## src/rtl/fetch_queue.sv

```systemverilog
`default_nettype none
// ============================================================================
// Module   : fetch_queue
// Brief    : Instruction-fetch front end: PC, FWFT prefetch queue, redirect.
// Revision : 1.0
// ============================================================================
module fetch_queue #(
    parameter int              XLEN     = 64,
    parameter int              ILEN     = 32,
    parameter int              DEPTH    = 4,
    parameter logic [XLEN-1:0] RESET_PC = '0,
    parameter int              BR_SHIFT = 1
) (
    input  logic                     clk,
    input  logic                     reset,
    input  logic                     start,
    input  logic                     halt,
    output logic [XLEN-1:0]          imem_addr,
    input  logic [ILEN-1:0]          imem_rdata,
    input  logic                     branch_taken,
    input  logic [XLEN-1:0]          branch_pc,
    input  logic [XLEN-1:0]          branch_offset,
    output logic                     inst_valid,
    output logic [ILEN-1:0]          inst,
    output logic [XLEN-1:0]          inst_pc,
    input  logic                     inst_ready,
    output logic [$clog2(DEPTH):0]   count,
    output logic                     misalign_err
);

    localparam int PW = $clog2(DEPTH);
    localparam int CW = PW + 1;
    localparam int EW = ILEN + XLEN;

    logic [XLEN-1:0] fetch_pc_q, fetch_pc_d;
    logic            run_q, run_d;
    logic [PW-1:0]   rd_ptr_q, rd_ptr_d;
    logic [PW-1:0]   wr_ptr_q, wr_ptr_d;
    logic [CW-1:0]   count_q, count_d;
    logic            err_q, err_d;
    logic [EW-1:0]   mem_q [DEPTH];

    logic            push;
    logic            pop;
    logic [XLEN-1:0] target;
    logic [EW-1:0]   head;

    // halt takes effect on the edge where it is sampled, so it also gates push
    always_comb begin
        pop    = (count_q != '0) & inst_ready & ~branch_taken;
        push   = run_q & ~halt & ((count_q < CW'(DEPTH)) | pop) & ~branch_taken;
        target = branch_pc + (branch_offset << BR_SHIFT);

        fetch_pc_d = fetch_pc_q;
        rd_ptr_d   = rd_ptr_q;
        wr_ptr_d   = wr_ptr_q;
        count_d    = count_q;
        err_d      = err_q;
        run_d      = run_q;

        if (halt) begin
            run_d = 1'b0;
        end else if (start && !err_q) begin
            run_d = 1'b1;
        end

        if (branch_taken) begin
            fetch_pc_d = target;
            rd_ptr_d   = '0;
            wr_ptr_d   = '0;
            count_d    = '0;
            if (target[1:0] != 2'b00) begin
                err_d = 1'b1;
                run_d = 1'b0;
            end
        end else begin
            if (push) begin
                wr_ptr_d   = wr_ptr_q + PW'(1);
                fetch_pc_d = fetch_pc_q + XLEN'(4);
            end
            if (pop) begin
                rd_ptr_d = rd_ptr_q + PW'(1);
            end
            count_d = count_q + CW'(push) - CW'(pop);
        end
    end

    always_ff @(posedge clk) begin
        if (!reset) begin
            fetch_pc_q <= RESET_PC;
            run_q      <= 1'b0;
            rd_ptr_q   <= '0;
            wr_ptr_q   <= '0;
            count_q    <= '0;
            err_q      <= 1'b0;
        end else begin
            fetch_pc_q <= fetch_pc_d;
            run_q      <= run_d;
            rd_ptr_q   <= rd_ptr_d;
            wr_ptr_q   <= wr_ptr_d;
            count_q    <= count_d;
            err_q      <= err_d;
        end
    end

    // Storage needs no reset: outputs are masked whenever count is zero
    always_ff @(posedge clk) begin
        if (push) begin
            mem_q[wr_ptr_q] <= {imem_rdata, fetch_pc_q};
        end
    end

    assign head         = mem_q[rd_ptr_q];
    assign imem_addr    = fetch_pc_q;
    assign inst_valid   = (count_q != '0);
    assign inst         = inst_valid ? head[EW-1:XLEN] : '0;
    assign inst_pc      = inst_valid ? head[XLEN-1:0]  : '0;
    assign count        = count_q;
    assign misalign_err = err_q;

endmodule
`default_nettype wire

```

## config.mk

```make
export PLATFORM = sky130hd
export DESIGN_NAME = fetch_queue
export DESIGN_NICKNAME = d
export VERILOG_FILES = /design/src/rtl/fetch_queue.sv
export SDC_FILE = /design/constraint.sdc
export NUM_CORES = 1
export LEC_CHECK = 0
export CORE_UTILIZATION = 55
export CTS_CLUSTER_SIZE = 12
export DETAILED_ROUTE_END_ITERATION = 8
export PLACE_DENSITY = 0.88
export SLEW_MARGIN = 20
export SYNTH_ARGS = -nofsm -noshare
export SYNTH_HDL_FRONTEND = slang
export SYNTH_SLANG_ARGS = --single-unit
```

## constraint.sdc

```tcl
create_clock -name clk -period 13 [get_ports clk]
set_clock_uncertainty 0.05 [all_clocks]
set_input_delay 3.25 -clock clk [delete_from_list [all_inputs] [get_ports clk]]
set_output_delay 3.25 -clock clk [all_outputs]
set_load 0.02 [all_outputs]
```

==> metrics.txt <==
fin nets=around 2.2k; PwrDens=119 nW/um^2; top_reg_cell synth=edfxtp_1; RePlAce Congestion=between 0.9 and 1; worst slew pin tran=1080 ps; DR vias=15.4k; TritonCTS buffer count=44; Die Footprint=between 40,000 and 50,000 um^2; vias in the first global route=15.5k; Hold/Removal Path Class=reg2reg; Antenna Violating Nets Remaining=0; switching share of power=0.240; drt via density=~6.1; Area after DPL=26,000 um^2; Req. time, crit path=9700 ps; combinational share of power=0.127; core area=39,800 um^2; LEAKAGE=~9.3 nW; Syn Nets=1,916; GRT Overall Usage=0.275; number of placement rows=73; Longest Clk Path Bufs=3; Post-synth EDFFs=384; Max-cap violations=0; critical path peak fanout=49; Die Y=a little over 200 um; detailed-placement wirelength estimate=approximately 38,000 um; sw power=779 uW; VDD IR max=~0.088 mV; kind of critical path=reg2out; area grow syn2layout=22.5%; share of the synthesized area in the top cell type=0.517; Cell Area, Synth=between 20,000 and 25,000 um^2; n_diodes=0; status=finished clean; Iter 0 DRT Violations=1,232; Async S/R FF share, synth=0; Boundary Pins=331; Clock Sinks=459; Final Max Slew Viols=0; post-synth top area cell=edfxtp_1; critical path arrival=3820 ps; relative slew slack=0.278; post-CTS setup buffers=0; final hold viol count=0; pre-CTS WS=6180 ps; TritonCTS clock tree=built; RSZ-0062 raised after global routing=false; Finished Cell Area=27,300 um^2; post-synthesis sequential area ratio=0.585; Min Hold Slack=485 ps; setup TNS=0 ps; flop2flop setup slack=about 9500 ps; Yosys reg bits=459; Clock Pin Slew Worst Setup and Hold Paths=60 ps; Die Wd=203 um; Setup crit end kind=primary output; initial antenna violation count=0; share of cells above drive strength 1=0.0942; clk root buf=clkbuf_16; H-tree depth=2; GRT Residual Overflow=0; Startpoint Class=flip-flop; first drt pass iteration count=5; Max Clk Rate=approximately 140 MHz; synthesis warning total=0; Syn Inst Count=1,679; synth unique cells=76; starting density of the core=0.560; register share of total power=0.521; Port Buffer Count=about 330; internal power=around 2.5 mW; ranking of synthesized cells by area=edfxtp_1 (52%), mux4_2 (9.7%), dfxtp_1 (6.7%), ha_1 (3.9%), and2_1 (3.1%); final setup violation count=0; Worst-Skew Late Latency=550 ps; minimum clock period=7120 ps; CTS resizes=0; largest net degree at the start of global routing=75; fin crit share=0.548; post-layout worst setup margin=5880 ps; Post-CTS Hold Fix Bufs=0; Routed WL=56,800 um; DRC viols=0; Avg Cell Area, Syn=13.3 um^2; drt wl/cell=about 22 um; Clk pwr share=0.353; first-pass GRT wire length=87,300 um
==> final cells by class <==
cell class	instances	area, um^2
clock inverters	3	21.3
clock buffers	63	1220
inverters	35	131
fillers	2759	12500
multi-input cells	1103	8830
well taps	525	657
repair buffers	343	3410
flip-flops and latches	459	13000
==> cell usage in the layout, fill, tap and decap left out, types with 11 or more instances in the layout <==
cell	count
edfxtp_1	384
a211oi_1	30
o21bai_1	14
and2_1	111
a21oi_1	97
xnor2_1	70
xor2_1	37
ha_1	69
o21ai_0	34
o21ai_1	22
inv_1	34
mux4_2	96
clkbuf_1	14
nor3_1	15
nand2_1	98
nand3_1	42
nand4_1	33
and3_1	27
clkdlybuf4s50_1	328
dfxtp_1	73
buf_4	13
o211ai_1	17
and4_1	11
nor2_1	104
a21o_1	35
clkbuf_16	45
==> worst paths after layout <==
check,start,end,cells after the start
worst max-delay path,flip-flop,inst_pc[42],4
worst min-delay path,rd_ptr_q[1]$_SDFFE_PP0P_,rd_ptr_q[1]$_SDFFE_PP0P_,2
worst max register to register,imem_addr[5]$_SDFFE_PN0N_,imem_addr[57]$_SDFFE_PN0N_,9
worst min register to register,rd_ptr_q[1]$_SDFFE_PP0P_,rd_ptr_q[1]$_SDFFE_PP0P_,2
==> state kept, by name (all words and copies together) (netlist names), named ones only <==
name and cells:
count 3, rd_ptr_q 2, mem_q 384, wr_ptr_q 2
misalign_err 1, run_q 1, imem_addr 64
==> worst max-delay path, cell delays in order, from the launching register on <==
cell and delay, ps:
dfxtp_4 980, buf_4 900, mux4_2 610, and2_1 200, clkdlybuf4s50_1 570
==> through the flow <==
step | total power, mW | util | std cells
floorplan | 1.93 | - | 1679
CTS | 3.25 | 0.685 | 2530
finish | 3.24 | 0.686 | 2531
global placement | 2.11 | 0.654 | 2464
detailed placement | 2.12 | 0.654 | 2464
global route | 3.35 | 0.686 | 2531
==> Yosys cell counts (30+ instances only) <==
library cell and instances:
a211oi_1 30, dfxtp_1 75, a21oi_1 97, mux4_2 96, inv_1 34, xnor2_1 70, a21o_1 35, and3_1 31
nand3_1 42, nand4_1 33, and2_1 111, xor2_1 37, nor2_1 104, clkbuf_1 63, ha_1 69, nand2_1 98
edfxtp_1 384, o21ai_0 34
==> metal layers <==
layer | track usage | vias to the layer above | routed length, um
met3 | 0.0376 | 120 | 3820
met2 | 0.462 | 688 | 27800
met1 | 0.366 | 7586 | 23200
met5 | 0 | - | 0
li1 | - | 7048 | -
met4 | 0.100 | 0 | 1990
==> logic make-up after synthesis <==
kind of cell    count (synthesis)  synth area share
flops                         459             0.585
buf+inv                       117            0.0203
fa+ha+maj                      71            0.0405
compound gates                329            0.0970
xor+xnor                      107            0.0420
mux                           104             0.101
simple gates                  492             0.115
==> power groups by stage <==
stage                     Combinational, mW  Clock, mW  Sequential, mW
after detailed placement              0.403          0            1.72
after global routing                  0.445       1.22            1.69
after CTS                             0.407       1.16            1.68
after global placement                0.398          0            1.71
final                                 0.411       1.14            1.69
after floorplan                       0.214          0            1.72
No activity file was read; power rests on OpenSTA's default activity.
==> variant 1 (same settings) <==
Set the parameter `XLEN` to 32 (it was 64).
--- a/src/rtl/fetch_queue.sv
+++ b/src/rtl/fetch_queue.sv
@@ -5,7 +5,7 @@
 // Revision : 1.0
 // ============================================================================
 module fetch_queue #(
-    parameter int              XLEN     = 64,
+    parameter int              XLEN     = 32,
     parameter int              ILEN     = 32,
     parameter int              DEPTH    = 4,
     parameter logic [XLEN-1:0] RESET_PC = '0,
Interface: changed (resized branch_offset, branch_pc, imem_addr and inst_pc); port bits go from 331 to 203. The function was not compared with the original's and may differ.
==> variant 1 against the unedited design <==
Sequential cell count fell by 160. Largest power group unchanged. Die area fell by 39%. Worst setup slack improved by 0.52 ns. Count of clock-buffer cells in the layout fell by 11. Synthesized cell count fell by 47%. Non-clock buffer count fell by 137. Power fell by 37%. Routed wire length fell by 51%. Utilization rose by 1.5 points. First-iteration DRC count fell by 61%. Design area fell by 39%. Clock power fell by 34%. Register-to-register slack improved by 0.57 ns. Synthesized area fell by 40%.
==> variant 1: results (changes against the unedited design) <==
Post-synth EDFFs 256 (-33%); Filler cells 1566 (-43%); pin count of the biggest net entering global routing 67 (-11%); synth cell count leaders edfxtp_1, and2_1, mux4_2, nor2_1, dfxtp_1; vias per cell 5.73 (-6.0%); first-pass GRT wire length 43300 um (-50%); H-Tree Depth 1 (-1); post-CTS setup buffer count 0 (unchanged); number of flip-flops under the largest register name 256 (-33%); antenna violations before repair 0 (unchanged); clk buf depth 3 (unchanged); largest fanout on the critical path 48 (-2.0%); sequential-to-total area share from yosys stat 63.4% (+4.9 points); RD Place Congestion 0.926 (-0.74%); met1 usage 28.1% (-8.5 points); ant diodes 0 (unchanged); post_cts resized 0 (unchanged); HPWL Detailed 17600 um (-54%); Num CTS Buffers 29 (-34%); worst vdd ir 0.0912 mV (+4.0%); largest reg by FF count mem_q; vias in the first global route 8300 (-46%); M2 GR Usage 39.1% (-7.1 points); top cells by area, synth edfxtp_1, mux4_2, dfxtp_1; Crit Reg-Reg Startpoint count[2]; yosys warns 0 (unchanged); static leakage 5.55 nW (-41%); library cells used by synthesis 68 (-11%); outcome finished, final reports clean; TritonRoute pass-1 iters 5 (unchanged); Post-synth top flop edfxtp_1; clk_lat worst skew 0.53 ns (-0.02 ns); net count after synthesis 1031 (-46%); worst hold path depth 2 (unchanged); Layout Nets 1231 (-45%); ys async rst share 0% (unchanged); Reg clk slew, reported paths 0.06 ns (about the same); Worst R2R Path Depth 11 (+2); share of layout cells above drive strength 1 11.5% (+2.1 points); Worst EP arrival 3.31 ns (-0.51 ns); worst relative slew slack 32.9% (+5.1 points); min-delay src misalign_err; GRT Total Usage 22.6% (-4.8 points); CP startpoint kind flop; M3 GR Usage 5.14% (+1.4 points); clock root buffer clkbuf_16; DRT iter0 DRCs 475 (-61%); number of port buffers 201 (-39%); drt wl/cell 19.5 um (-13%); Hold WC Path Type flop to flop; Setup TNS Final 0 ns (unchanged)
==> variant 1: path summary, 6_finish.rpt <==
path	endpoint	slack, ns
min	misalign_err	0.45
min reg2reg	misalign_err	0.45
max reg2reg	count[2]	10.03
max	inst[22]	6.39
==> variant 1: power breakdown <==
| part | switching (W) | internal [W] | leakage [nW] |
|---|---|---|---|
| Clock | 0.000328 | 0.000427 | 0.400 |
| Sequential | 0.0000263 | 0.00106 | 2.66 |
| Combinational | 0.0000977 | 0.0000961 | 2.48 |
| Total | 0.000452 | 0.00158 | 5.55 |
==> variant 1: worst max-delay path, cell delays in order (launching register included) <==
cell and delay, ns:
dfxtp_4 0.57, buf_4 0.81, mux4_2 0.59, and2_1 0.21, clkdlybuf4s50_1 0.57
==> variant 1: kinds of logic (layout without fill, tap and decap cells) <==
family	count (synthesis)	after routing	synth area share, %
mux	70	70	11.1
flops	299	299	63.4
compound gates	123	123	6.74
xor+xnor	54	54	3.51
fa+ha+maj	39	39	3.73
buf+inv	64	286	1.85
simple gates	241	241	9.64
==> variant 1: layout make-up <==
type,instances,share of cell area [%]
timing repair buffer,206,12.3
tap,319,2.40
inverter,27,0.609
clock buffer,52,5.00
multi-input combinational,527,28.3
sequential,299,51.4
clock inverter,1,0.0301
==> variant 1: metrics by stage <==
stage	instances	setup slack [ns]	hold WS, ns	utilization, %	instance area, sq um
floorplan	890	6.93	0.435	-	13500
detailed placement	1378	6.86	0.444	66.6	15800
finish	1431	6.39	0.453	70.1	16600
CTS	1431	6.29	0.456	70.1	16600
global placement	1378	6.86	0.427	66.6	15800
global route	1431	6.14	0.502	70.1	16600
==> variant 1: metal layers <==
metal	wire length (um)	share of wire [%]	vias up
met5	0	0	-
met4	670	2.4	0
met3	2100	7.5	56
met2	13800	49	291
met1	11300	41	4037
li1	-	-	3819
==> variant 2 (same flow settings) <==
Made on the original files. Add an input register stage for `branch_offset`, without a reset; this delays it by one clock. The other inputs are not delayed to match.
--- a/src/rtl/fetch_queue.sv
+++ b/src/rtl/fetch_queue.sv
@@ -32,6 +32,12 @@
     localparam int CW = PW + 1;
     localparam int EW = ILEN + XLEN;
 
+    logic [XLEN-1:0] branch_offset_q;
+
+    always_ff @(posedge clk) begin
+        branch_offset_q <= branch_offset;
+    end
+
     logic [XLEN-1:0] fetch_pc_q, fetch_pc_d;
     logic            run_q, run_d;
     logic [PW-1:0]   rd_ptr_q, rd_ptr_d;
@@ -49,7 +55,7 @@
     always_comb begin
         pop    = (count_q != '0) & inst_ready & ~branch_taken;
         push   = run_q & ~halt & ((count_q < CW'(DEPTH)) | pop) & ~branch_taken;
-        target = branch_pc + (branch_offset << BR_SHIFT);
+        target = branch_pc + (branch_offset_q << BR_SHIFT);
 
         fetch_pc_d = fetch_pc_q;
         rd_ptr_d   = rd_ptr_q;
Function: changed (a bounded check fails within 4 cycles, from zero or initial values and one cycle with reset low).
==> variant 2 against the unedited design <==
Routed wire length increased by 7.8%. Synthesized area is 4.6% higher. Count of clock-buffer cells in the layout rose by 25. Sequential power up 12%. Design area increased by 5.3%. Worst setup slack got worse by 0.29 ns. Power rose by 16%. Sequential cell count grew 63. Critical endpoint is now inst_pc[27]. Highest routed layer unchanged.
==> variant 2: results (changes against the unedited design) <==
outcome finished, final reports clean; met1 usage 37.7% (+1.1 points); pin count of the biggest net entering global routing 94 (+25%); post-place setup slack 5.81 ns (-0.362 ns); largest fanout on the critical path 44 (-10%); Worst R2R End imem_addr[61]; largest stage delay on the critical path 0.77 ns (-0.21 ns); antenna violations before repair 1 (+1); post-layout util 68.7% (+0.14 points); placed instance area 27100 sq um (+4.1%); sequential-to-total area share from yosys stat 61.3% (+2.8 points); Crit Reg-Reg Startpoint branch_offset_q[0]; reg2reg setup slack 9.22 ns (-0.24 ns); Synth Area per Inst 13.7 sq um (+3.4%); M3 GR Usage 5.24% (+1.5 points); DRT iter0 DRCs 1521 (+23%); clk_lat worst skew 0.59 ns (+0.04 ns); via count 15700 (+1.8%); Slowest cell on crit path buf_4; Placed Instances 2502 (+1.5%); WHS 0.468 ns (-0.0167 ns); GRT Total Usage 28.1% (+0.61 points); Total Wirelength 61300 um (+7.8%); min-delay src run_q; first-pass GRT wire length 92800 um (+6.3%); net count after synthesis 1935 (+0.99%); library cells used by synthesis 67 (-12%)
variant 2: cell count changes after synthesis, moves of 10 or more:
cell,unedited run,this run
nand2_1,98,88
and2_1,111,101
o211ai_1,17,7
dfxtp_1,75,138
o21ai_1,22,3
nor3_1,15,26
xor2_1,37,52
variant 2: worst reg2reg max path, cell delays in order, from the launching register on:
cell,delay (ns)
dfxtp_1,0.31
ha_1,0.22
inv_1,0.08
fa_1,0.41
nor2b_1,0.16
o2111ai_1,0.14
a21oi_1,0.33
a221oi_1,0.24
a21oi_1,0.60
a31o_1,0.36
a41o_4,0.33
a2111oi_2,0.09
a311o_1,0.34
variant 2: power by group through the flow:
stage               logic (W)  registers [W]  clock network [W]
detailed placement   0.000404        0.00193                  0
floorplan            0.000209        0.00193                  0
finish               0.000413        0.00189            0.00144
global route         0.000441        0.00190            0.00152
global placement     0.000400        0.00192                  0
CTS                  0.000408        0.00189            0.00146
variant 2: cell families (layout without fill, tap and decap cells):
group | Yosys count | after routing | synth area share (%)
AOI/OAI and AO/OA | 298 | 298 | 8.58
DFF | 522 | 522 | 61.3
muxes | 102 | 102 | 9.54
other | 0 | 1 | 0
buffers and inverters | 119 | 484 | 1.94
adders and majority gates | 71 | 71 | 3.87
xor gates and xnor gates | 116 | 116 | 4.36
and+or+nand+nor | 470 | 470 | 10.4
variant 2: per-layer routing:
layer / wire, um / vias to the layer above
met5: 0 / -
met4: 1610 / 0
met3: 4320 / 109
met2: 30000 / 774
met1: 25300 / 7739
li1: - / 7092
variant 2: layout make-up:
type,instances,area share (%)
diodes,1,0.00870
clock buffers,88,5.40
clock inverters,12,0.300
inverters,41,0.535
multi-input cells,1057,29.9
flip-flops and latches,522,49.7
well taps,539,2.35
repair buffers,343,11.8
